===== config.mk =====
export PLATFORM = sky130hd
export DESIGN_NAME = rb_controller
export DESIGN_NICKNAME = d
export VERILOG_FILES = /design/src/rtl/rb_controller.sv
export SDC_FILE = /design/constraint.sdc
export NUM_CORES = 1
export LEC_CHECK = 0
export CAP_MARGIN = 20
export CELL_PAD_IN_SITES_DETAIL_PLACEMENT = 1
export CELL_PAD_IN_SITES_GLOBAL_PLACEMENT = 1
export CORE_MARGIN = 2
export CORE_UTILIZATION = 25
export CTS_BUF_LIST = sky130_fd_sc_hd__clkbuf_2 sky130_fd_sc_hd__clkbuf_4 sky130_fd_sc_hd__clkbuf_8
export CTS_CLUSTER_DIAMETER = 100
export DETAILED_ROUTE_END_ITERATION = 8
export PLACE_DENSITY = 0.56
export SLEW_MARGIN = 30
export SYNTH_ARGS = -nofsm -noshare
export SYNTH_HDL_FRONTEND = slang
export SYNTH_SLANG_ARGS = --single-unit

===== constraint.sdc =====
create_clock -name clk -period 3.26 [get_ports clk]
set_input_delay 0.489 -clock clk [delete_from_list [all_inputs] [get_ports clk]]
set_output_delay 0.489 -clock clk [all_outputs]
set_load 0.03 [all_outputs]

===== src/rtl/rb_controller.sv =====
// rb_controller: row-buffer controller producing RBS-tall window columns
// from a raster pixel stream.
//   clk, rst_n          : clock, async active-low reset
//   in_*_i / in_ready_o : pixel stream in (valid/ready, data, start of frame)
//   wr_*_o              : row-buffer write port (column, buffer select, pixel)
//   rd_en_o, rd_addr_o  : parallel read of all buffers at one column
//   rd_data_i           : read data, one cycle after rd_en_o
//   out_*               : window column out (valid/ready, lanes, column, eol/eof)
//   frame_done_o        : pulses when the last column of a frame is taken
//   sof_err_o           : sticky, start-of-frame seen in the middle of a frame
module rb_controller #(
  parameter int PIXEL_WIDTH = 8,
  parameter int RBS         = 4,
  parameter int IMG_WIDTH   = 640,
  parameter int IMG_HEIGHT  = 480,
  parameter int ADDR_W      = $clog2(IMG_WIDTH),
  parameter int RB_W        = $clog2(RBS)
) (
  input  logic                       clk,
  input  logic                       rst_n,
  input  logic                       in_valid_i,
  output logic                       in_ready_o,
  input  logic [PIXEL_WIDTH-1:0]     in_data_i,
  input  logic                       in_sof_i,
  output logic                       wr_en_o,
  output logic [ADDR_W-1:0]          wr_addr_o,
  output logic [RB_W-1:0]            wr_rb_o,
  output logic [PIXEL_WIDTH-1:0]     wr_data_o,
  output logic                       rd_en_o,
  output logic [ADDR_W-1:0]          rd_addr_o,
  input  logic [RBS*PIXEL_WIDTH-1:0] rd_data_i,
  output logic                       out_valid_o,
  input  logic                       out_ready_i,
  output logic [RBS*PIXEL_WIDTH-1:0] out_data_o,
  output logic [ADDR_W-1:0]          out_col_o,
  output logic                       out_eol_o,
  output logic                       out_eof_o,
  output logic                       frame_done_o,
  output logic                       sof_err_o
);
  localparam int ROW_W = (IMG_HEIGHT > 1) ? $clog2(IMG_HEIGHT) : 1;
  localparam int DW    = RBS * PIXEL_WIDTH;

  typedef enum logic [1:0] {IDLE, PRIME, STREAM} state_t;

  typedef struct packed {
    logic [DW-1:0]     data;
    logic [ADDR_W-1:0] col;
    logic              eol;
    logic              eof;
  } col_t;

  state_t             state_q, state_d;
  logic [ADDR_W-1:0]  col_q, col_d;
  logic [ROW_W-1:0]   row_q, row_d;
  logic [RB_W-1:0]    buf_q, buf_d;
  logic               rdy_en_q, sof_err_q;

  // read stage: one entry per streaming pixel whose buffer read is in flight
  logic               rd_vld_q;
  logic [PIXEL_WIDTH-1:0] rd_pix_q;
  logic [RB_W-1:0]    rd_rb_q;
  logic [ADDR_W-1:0]  rd_col_q;
  logic               rd_eol_q, rd_eof_q;
  col_t               rd_col;

  col_t               out_q, skid_q;
  logic               out_vld_q, skid_vld_q;

  logic               accept, proc, fire, pix_stream, last_col, last_row;
  logic [ADDR_W-1:0]  eff_col;
  logic [ROW_W-1:0]   eff_row;
  logic [RB_W-1:0]    eff_buf;
  logic [1:0]         occ;

  assign fire   = out_vld_q && out_ready_i;
  assign accept = in_valid_i && in_ready_o;
  // a sof pixel always restarts the frame position, whatever the state
  assign proc    = accept && ((state_q != IDLE) || in_sof_i);
  assign eff_col = in_sof_i ? '0 : col_q;
  assign eff_row = in_sof_i ? '0 : row_q;
  assign eff_buf = in_sof_i ? '0 : buf_q;
  assign pix_stream = int'(eff_row) >= RBS - 1;
  assign last_col   = int'(eff_col) == IMG_WIDTH - 1;
  assign last_row   = int'(eff_row) == IMG_HEIGHT - 1;

  // state register (frame position travels with the state)
  always_ff @(posedge clk or negedge rst_n) begin
    if (!rst_n) begin
      state_q   <= IDLE;
      col_q     <= '0;
      row_q     <= '0;
      buf_q     <= '0;
      rdy_en_q  <= 1'b0;
      sof_err_q <= 1'b0;
    end else begin
      state_q  <= state_d;
      col_q    <= col_d;
      row_q    <= row_d;
      buf_q    <= buf_d;
      rdy_en_q <= 1'b1;
      if (accept && in_sof_i && state_q != IDLE) sof_err_q <= 1'b1;
    end
  end

  // next state
  always_comb begin
    state_d = state_q;
    col_d   = col_q;
    row_d   = row_q;
    buf_d   = buf_q;
    if (proc) begin
      col_d = last_col ? '0 : eff_col + ADDR_W'(1);
      row_d = last_col ? eff_row + ROW_W'(1) : eff_row;
      if (last_col) buf_d = (int'(eff_buf) == RBS - 1) ? '0 : eff_buf + RB_W'(1);
      else          buf_d = eff_buf;
      if (last_col && last_row) begin
        state_d = IDLE;
        col_d   = '0;
        row_d   = '0;
        buf_d   = '0;
      end else if (int'(row_d) >= RBS - 1) begin
        state_d = STREAM;
      end else begin
        state_d = PRIME;
      end
    end
  end

  // outputs
  always_comb begin
    occ        = {1'b0, rd_vld_q} + {1'b0, out_vld_q} + {1'b0, skid_vld_q};
    in_ready_o = rdy_en_q && ((occ - {1'b0, fire}) < 2'd2);
    wr_en_o    = proc;
    wr_addr_o  = eff_col;
    wr_rb_o    = eff_buf;
    wr_data_o  = in_data_i;
    rd_en_o    = proc;
    rd_addr_o  = eff_col;
  end

  // window column: oldest row sits in the buffer after the one being written
  always_comb begin
    rd_col.data = '0;
    for (int j = 0; j < RBS - 1; j++)
      rd_col.data[j*PIXEL_WIDTH +: PIXEL_WIDTH] =
        rd_data_i[((int'(rd_rb_q) + 1 + j) % RBS)*PIXEL_WIDTH +: PIXEL_WIDTH];
    rd_col.data[(RBS-1)*PIXEL_WIDTH +: PIXEL_WIDTH] = rd_pix_q;
    rd_col.col = rd_col_q;
    rd_col.eol = rd_eol_q;
    rd_col.eof = rd_eof_q;
  end

  // read stage -> output register, with a skid catching rd_data on a stall
  always_ff @(posedge clk or negedge rst_n) begin
    if (!rst_n) begin
      rd_vld_q   <= 1'b0;
      rd_pix_q   <= '0;
      rd_rb_q    <= '0;
      rd_col_q   <= '0;
      rd_eol_q   <= 1'b0;
      rd_eof_q   <= 1'b0;
      out_vld_q  <= 1'b0;
      out_q      <= '0;
      skid_vld_q <= 1'b0;
      skid_q     <= '0;
    end else begin
      rd_vld_q <= proc && pix_stream;
      if (proc) begin
        rd_pix_q <= in_data_i;
        rd_rb_q  <= eff_buf;
        rd_col_q <= eff_col;
        rd_eol_q <= last_col;
        rd_eof_q <= last_col && last_row;
      end
      if (!out_vld_q || fire) begin
        if (skid_vld_q) begin
          out_q      <= skid_q;
          out_vld_q  <= 1'b1;
          skid_vld_q <= rd_vld_q;
          if (rd_vld_q) skid_q <= rd_col;
        end else begin
          out_vld_q <= rd_vld_q;
          if (rd_vld_q) out_q <= rd_col;
        end
      end else if (rd_vld_q) begin
        skid_q     <= rd_col;
        skid_vld_q <= 1'b1;
      end
    end
  end

  assign out_valid_o  = out_vld_q;
  assign out_data_o   = out_q.data;
  assign out_col_o    = out_q.col;
  assign out_eol_o    = out_q.eol;
  assign out_eof_o    = out_q.eof;
  assign frame_done_o = fire && out_q.eof;
  assign sof_err_o    = sof_err_q;
endmodule


## Yosys cells after proc, flatten, opt, wreduce, memory -nomap -nowiden

Index checks and enable logic that the tools add are counted.

| word-level totals | value |
|---|---|
| word-level logic and storage cells | 84 |
| output and inout port bits | 80 |
| bits of input ports | 45 |
| bits in registers | 138 |

| operators by class | value |
|---|---|
| $lt $le $gt $ge | 3 |
| bitwise gates (word level) | 3 |
| reduce and logical (&&, ||, !) cells | 19 |
| eq/ne operators | 4 |
| multiplexer cells | 21 |
| add/subtract/negate cells | 9 |
| shift operators | 3 |

Operators with widths:

| cell | count |
|---|---|
| $mux W44 | 5 |
| $shiftx A32 B6 Y8 | 3 |
| $mux W10 | 3 |
| $mux W9 | 3 |
| $ge A9 B2 Y1 const B | 2 |
| $mux W2 | 6 |
| $add A10 B1 Y10 const B | 1 |
| $eq A10 B10 Y1 const B | 1 |
| $add A9 B1 Y9 const B | 1 |
| $eq A9 B7 Y1 const B | 1 |
| $logic_and A1 B1 Y1 | 9 |
| $add A2 B1 Y2 const B | 3 |
| $reduce_bool A2 Y1 | 3 |
| $reduce_or A2 Y1 | 3 |
| $mux W1 | 4 |
| $and A1 B1 Y1 const A | 3 |
| $add A1 B1 Y2 | 1 |
| $add A2 B1 Y2 | 1 |
| $add A2 B2 Y2 const B | 1 |
| $eq A2 B1 Y1 const B | 1 |
| $logic_or A1 B1 Y1 | 2 |
| $lt A2 B2 Y1 const B | 1 |
| $ne A2 B2 Y1 const B | 1 |
| $reduce_and A2 Y1 | 1 |
| 2 further kinds | 2 |

## Longest topological paths before layout

| logic depth | value |
|---|---|
| depth after elaboration | 8 |
| gate-level depth with buffers | 12 |
| depth with buffers taken out | 11 |

## Least setup slack after synthesis

Ideal clock, no wire load.

| timing path | value |
|---|---|
| kind | input port to flip-flop |
| start point | input port in_sof_i |
| end point | register state_q[0] |
| library setup time | 121 ps |
| arrival time | 3,093 ps |
| path buffers | 2 |
| stages on the path | 10 |
| path slack | 46 ps |
| required time | 3,139 ps |
| path through | clkbuf_1 -> clkbuf_1 -> nor2b_1 -> ha_1 -> nand4_4 -> nor3_1 -> mux2_2 -> a41oi_2 -> a21oi_2 -> a22o_1 |

| on the way | value |
|---|---|
| word-level cells in the longest chain between the ends | 6 |
| elaborated cells between the ends (all ways) | 12 |
| classes of those cells | add/sub: 1; order compare: 1; eq/ne: 2; mux: 5; reduce/logical: 3 |

Ends and longest elaborated chain:

| element | line | text |
|---|---|---|
| start: declaration | 24 | `input logic in_sof_i,` |
| $mux W10 (*) | 80 | `assign eff_col = in_sof_i ? '0 : col_q;` |
| net rd_addr_o[0] | 30 | `output logic [ADDR_W-1:0] rd_addr_o,` |
| $eq A10 B10 Y1 (*) | 84 | `assign last_col = int'(eff_col) == IMG_WIDTH - 1;` |
| $mux W9 | 114 | `row_d = last_col ? eff_row + ROW_W'(1) : eff_row;` |
| $ge A9 B2 Y1 | 122 | `end else if (int'(row_d) >= RBS - 1) begin` |
| $mux W2 | 122 |  |
| $mux W2 (*) | 117 | `if (last_col && last_row) begin` |
| end signal: assignment | 97 | `state_q <= state_d;` |
| end: declaration | 53 | `state_t state_q, state_d;` |

The timed path passes the listed nets; every way through them passes the cells marked *.
A chain may end at the register's enable or synchronous reset.

## Worst setup path in the final report

| timing path | value |
|---|---|
| start point | input port out_ready_i |
| end point | output port rd_en_o |

| on the way | value |
|---|---|
| word-level cells in the longest chain between the ends | 6 |

Ends and longest elaborated chain:

| element | line | text |
|---|---|---|
| start: declaration | 33 | `input logic out_ready_i,` |
| $logic_and A1 B1 Y1 | 76 | `assign fire = out_vld_q && out_ready_i;` |
| $sub A2 B1 Y2 | 133 | `in_ready_o = rdy_en_q && ((occ - {1'b0, fire}) < 2'd2);` |
| $lt A2 B2 Y1 | 133 |  |
| $logic_and A1 B1 Y1 | 133 |  |
| $logic_and A1 B1 Y1 | 77 | `assign accept = in_valid_i && in_ready_o;` |
| $logic_and A1 B1 Y1 | 79 | `assign proc = accept && ((state_q != IDLE) \|\| in_sof_i);` |
| end: declaration | 29 | `output logic rd_en_o,` |

No other way between the ends.

==> flow_metrics.py <==
metrics = {
    "worst_setup_path": {
        "end_kind": "output pin",
        "cp_max_fo": 7,
        "crit_arrival_ps": 2590,
        "critical_path_class": "primary input to output pin",
        "r2r_cells": 11,
        "regToRegStartpoint": "out_valid_o$_DFFE_PN0N_",
        "rr_endpoint": "row_q[2]$_DFFE_PN0P_",
        "start_kind": "primary input",
        "required_ps": 2770,
        "r2r_slack_ps": 530,
    },
    "finish": {
        "layout_commonest_cell": "nand2_1",
        "nets": 841,
        "drive_gt1_share_pct": 17.5,
        "mostFrequentLayoutCells": "145 x nand2_1, 137 x dfrtp_1, 109 x clkdlybuf4s50_1, 95 x o21ai_0, 42 x mux2_2",
        "syn_to_final_growth_pct": 30.0,
        "diodes": 0,
        "fillers": 3038,
    },
    "logic_synthesis": {
        "ys.warnings.count": 0,
        "synth.distinct_cells": 51,
        "seq_area_frac_synth_pct": 50.3,
        "synthFlopType": "dfrtp_1",
        "syn_area_per_cell_um2": 10.0,
        "async_reset_ff_share_pct": 100,
        "synth_nets": 732,
        "syn_inst": 683,
        "synth_edf_count": 0,
        "syn_area_mm2": 0.00686,
        "ys_ff_latch": 138,
    },
    "sta": {
        "fin_crit_sh_pct": 94.3,
        "layout_min_cycle_time_ps": 3070,
        "tightest_slew_ps": 607,
        "final_max_slew_viol_count": 0,
        "finalSetupViolations": 0,
        "fin_ws_ps": 185,
        "rsz0062_at_grt": "false",
        "fin_worst_skew_ps": 20.1,
        "maxSlewHeadroom_pct": 59.5,
        "final_hold_viol_count": 0,
        "hold_ws_ps": 484,
        "fmax_mhz": 325,
    },
    "min_path": {
        "hold_path_depth": 2,
        "min_path_type": "flip-flop to flip-flop",
        "holdPathEnd": "skid_q[33]$_DFFE_PN0P_",
        "hold_start": "skid_q[33]$_DFFE_PN0P_",
    },
    "global_route": {
        "grt_max_degree": 62,
        "grt-ovfl-total": 0,
        "track_usage_pct": 13.6,
        "grtUsageMet3_pct": 2.59,
        "antenna_found_initial": 0,
        "grt_pass1_vias": 5371,
        "use_met1_pct": 18.7,
        "top_usage_layer": "met2",
        "gr-usage-met2_pct": 22.0,
        "grt_pass1_wl_um": 30600,
    },
    "clocking": {
        "cts-root-buf": "clkbuf_8",
        "clk_pin_slew_ps": 80,
        "cts_buffers": 17,
        "cts_buffer_depth": 2,
        "htree_levels": 4,
        "clock_latency_ps": 450,
        "postCtsSetupBuffers": 0,
        "numClockSinks": 138,
        "ctsHoldBuffers": 1,
        "post_cts_resized": 0,
        "cts_tree": "done",
    },
    "power": {
        "p_per_area_mw_per_mm2": 393,
        "leakagePower_uw": 0.00384,
        "ir_drop_mv": 0.193,
    },
    "die": {
        "fp-row-count": 60,
        "coreArea_mm2": 0.0270,
        "initial_core_util_pct": 25.5,
        "io_pins": 125,
        "die-height_um": 170,
        "die_area_mm2": 0.0288,
        "chipWidth_um": 170,
    },
    "drt": {
        "antenna_left": 0,
        "num_vias": 5312,
        "wl_per_cell_um": 16.7,
        "drt_wl_total_um": 19100,
        "drc": 0,
        "dr.first_iter.drc_count": 229,
        "via_per_inst": 4.64,
        "dr.pass1.iters": 4,
    },
    "place": {
        "dp_hpwl_um": 13600,
        "pre_cts_slack_ps": -14.7,
        "port-buffer-count": 124,
        "gp_congestion": 0.764,
    },
    "run_status": {
        "status": "complete, no violations",
    },
    "job": {
        "maxCapViolations": 0,
    },
}
[final cells by class]
cell class	instances	area, um2	share of cell area [%]
multi-input cells	473	3070	34.5
flip-flops and latches	138	3450	38.7
clock buffers	18	248	2.78
repair buffers	152	1540	17.3
well taps	341	427	4.78
clock inverters	14	139	1.56
inverters	10	37.5	0.421
[registers in the layout, indices dropped and copies added (netlist names), 2 cells and up]
signal / cells
out_data_o: 32
out_col_o: 10
rd_col_q: 10
buf_q: 2
state_q: 2
skid_q: 44
col_q: 10
row_q: 9
rd_rb_q: 2
rd_pix_q: 8
[worst max-delay path, stage by stage]
cell,delay (ps)
clkdlybuf4s50_1,450
and2_1,180
ha_1,260
inv_1,40
ha_1,260
a21oi_1,180
xnor2_1,210
nand4b_4,230
inv_2,100
buf_4,180
[cells by family after synthesis]
logic type	synth area share, %
multiplexers	14.8
AND/OR/NAND/NOR	16.0
buffers and inverters	5.20
adder cells (fa/ha/maj)	0.730
other	0.0547
XOR/XNOR	0.894
AO/OA/AOI/OAI	12.0
flip-flops	50.3
[cell usage after synthesis (2+ instances only)]
library cell | n | area, um2
a22o_1 | 3 | 26.3
o21ai_1 | 10 | 50.1
clkbuf_1 | 27 | 101
buf_1 | 4 | 15.0
buf_4 | 19 | 143
a31oi_1 | 2 | 12.5
nor2_1 | 23 | 86.3
nand2_1 | 145 | 544
buf_2 | 12 | 60.1
nand4b_1 | 2 | 17.5
mux2_2 | 42 | 473
nand4bb_1 | 2 | 22.5
nor4_1 | 3 | 18.8
o21ai_0 | 95 | 475
mux2i_1 | 36 | 360
o21bai_1 | 2 | 15.0
and3_1 | 3 | 18.8
nor3_1 | 8 | 40.0
nor2b_1 | 15 | 93.8
or3_1 | 2 | 12.5
a31o_2 | 2 | 17.5
nand3_1 | 4 | 20.0
o31ai_1 | 4 | 30.0
inv_2 | 2 | 7.51
a21oi_1 | 23 | 115
inv_1 | 8 | 30.0
xor2_1 | 2 | 17.5
dfrtp_1 | 138 | 3450
nand2b_1 | 2 | 12.5
xnor2_1 | 5 | 43.8
mux4_2 | 8 | 180
nand4_1 | 4 | 25.0
and2_1 | 2 | 12.5
nor4_4 | 4 | 85.1
ha_1 | 4 | 50.1
[stage by stage]
stage | cells | TNS, ps | power, uW | util (%) | cell area, um2
after floorplan | 683 | 0 | 1990 | - | 6860
after global placement | 1112 | 0 | 2170 | 31.5 | 8490
after detailed placement | 1113 | -15.2 | 2170 | 31.6 | 8520
after CTS | 1146 | 0 | 3580 | 33.1 | 8920
after global routing | 1146 | 0 | 3690 | 33.1 | 8920
final | 1146 | 0 | 3510 | 33.1 | 8920
[layer usage]
layer | up-vias | wire length [um]
met5 | - | 0
met4 | 0 | 219
met3 | 20 | 779
met2 | 93 | 9140
met1 | 2623 | 8970
li1 | 2576 | -
[power by group]
group          internal, uW  switching (uW)  leakage, uW
combinational           153             195      0.00175
clock                   639             737     0.000188
sequential             1750            31.3      0.00190
[worst max path at each step]
stage	startpoint	cells after the start	slack [ps]	to
CTS	out_ready_i	10	170	rd_en_o
global placement	out_ready_i	12	30	buf_q[1]$_DFFE_PN0P_
global route	out_ready_i	10	80	rd_en_o
detailed placement	out_ready_i	12	-10	row_q[7]$_DFFE_PN0P_
finish	out_ready_i	10	190	rd_en_o
floorplan	in_sof_i	10	50	state_q[0]$_DFFE_PN0P_
Note: power is estimated with default switching activity, not from simulation.
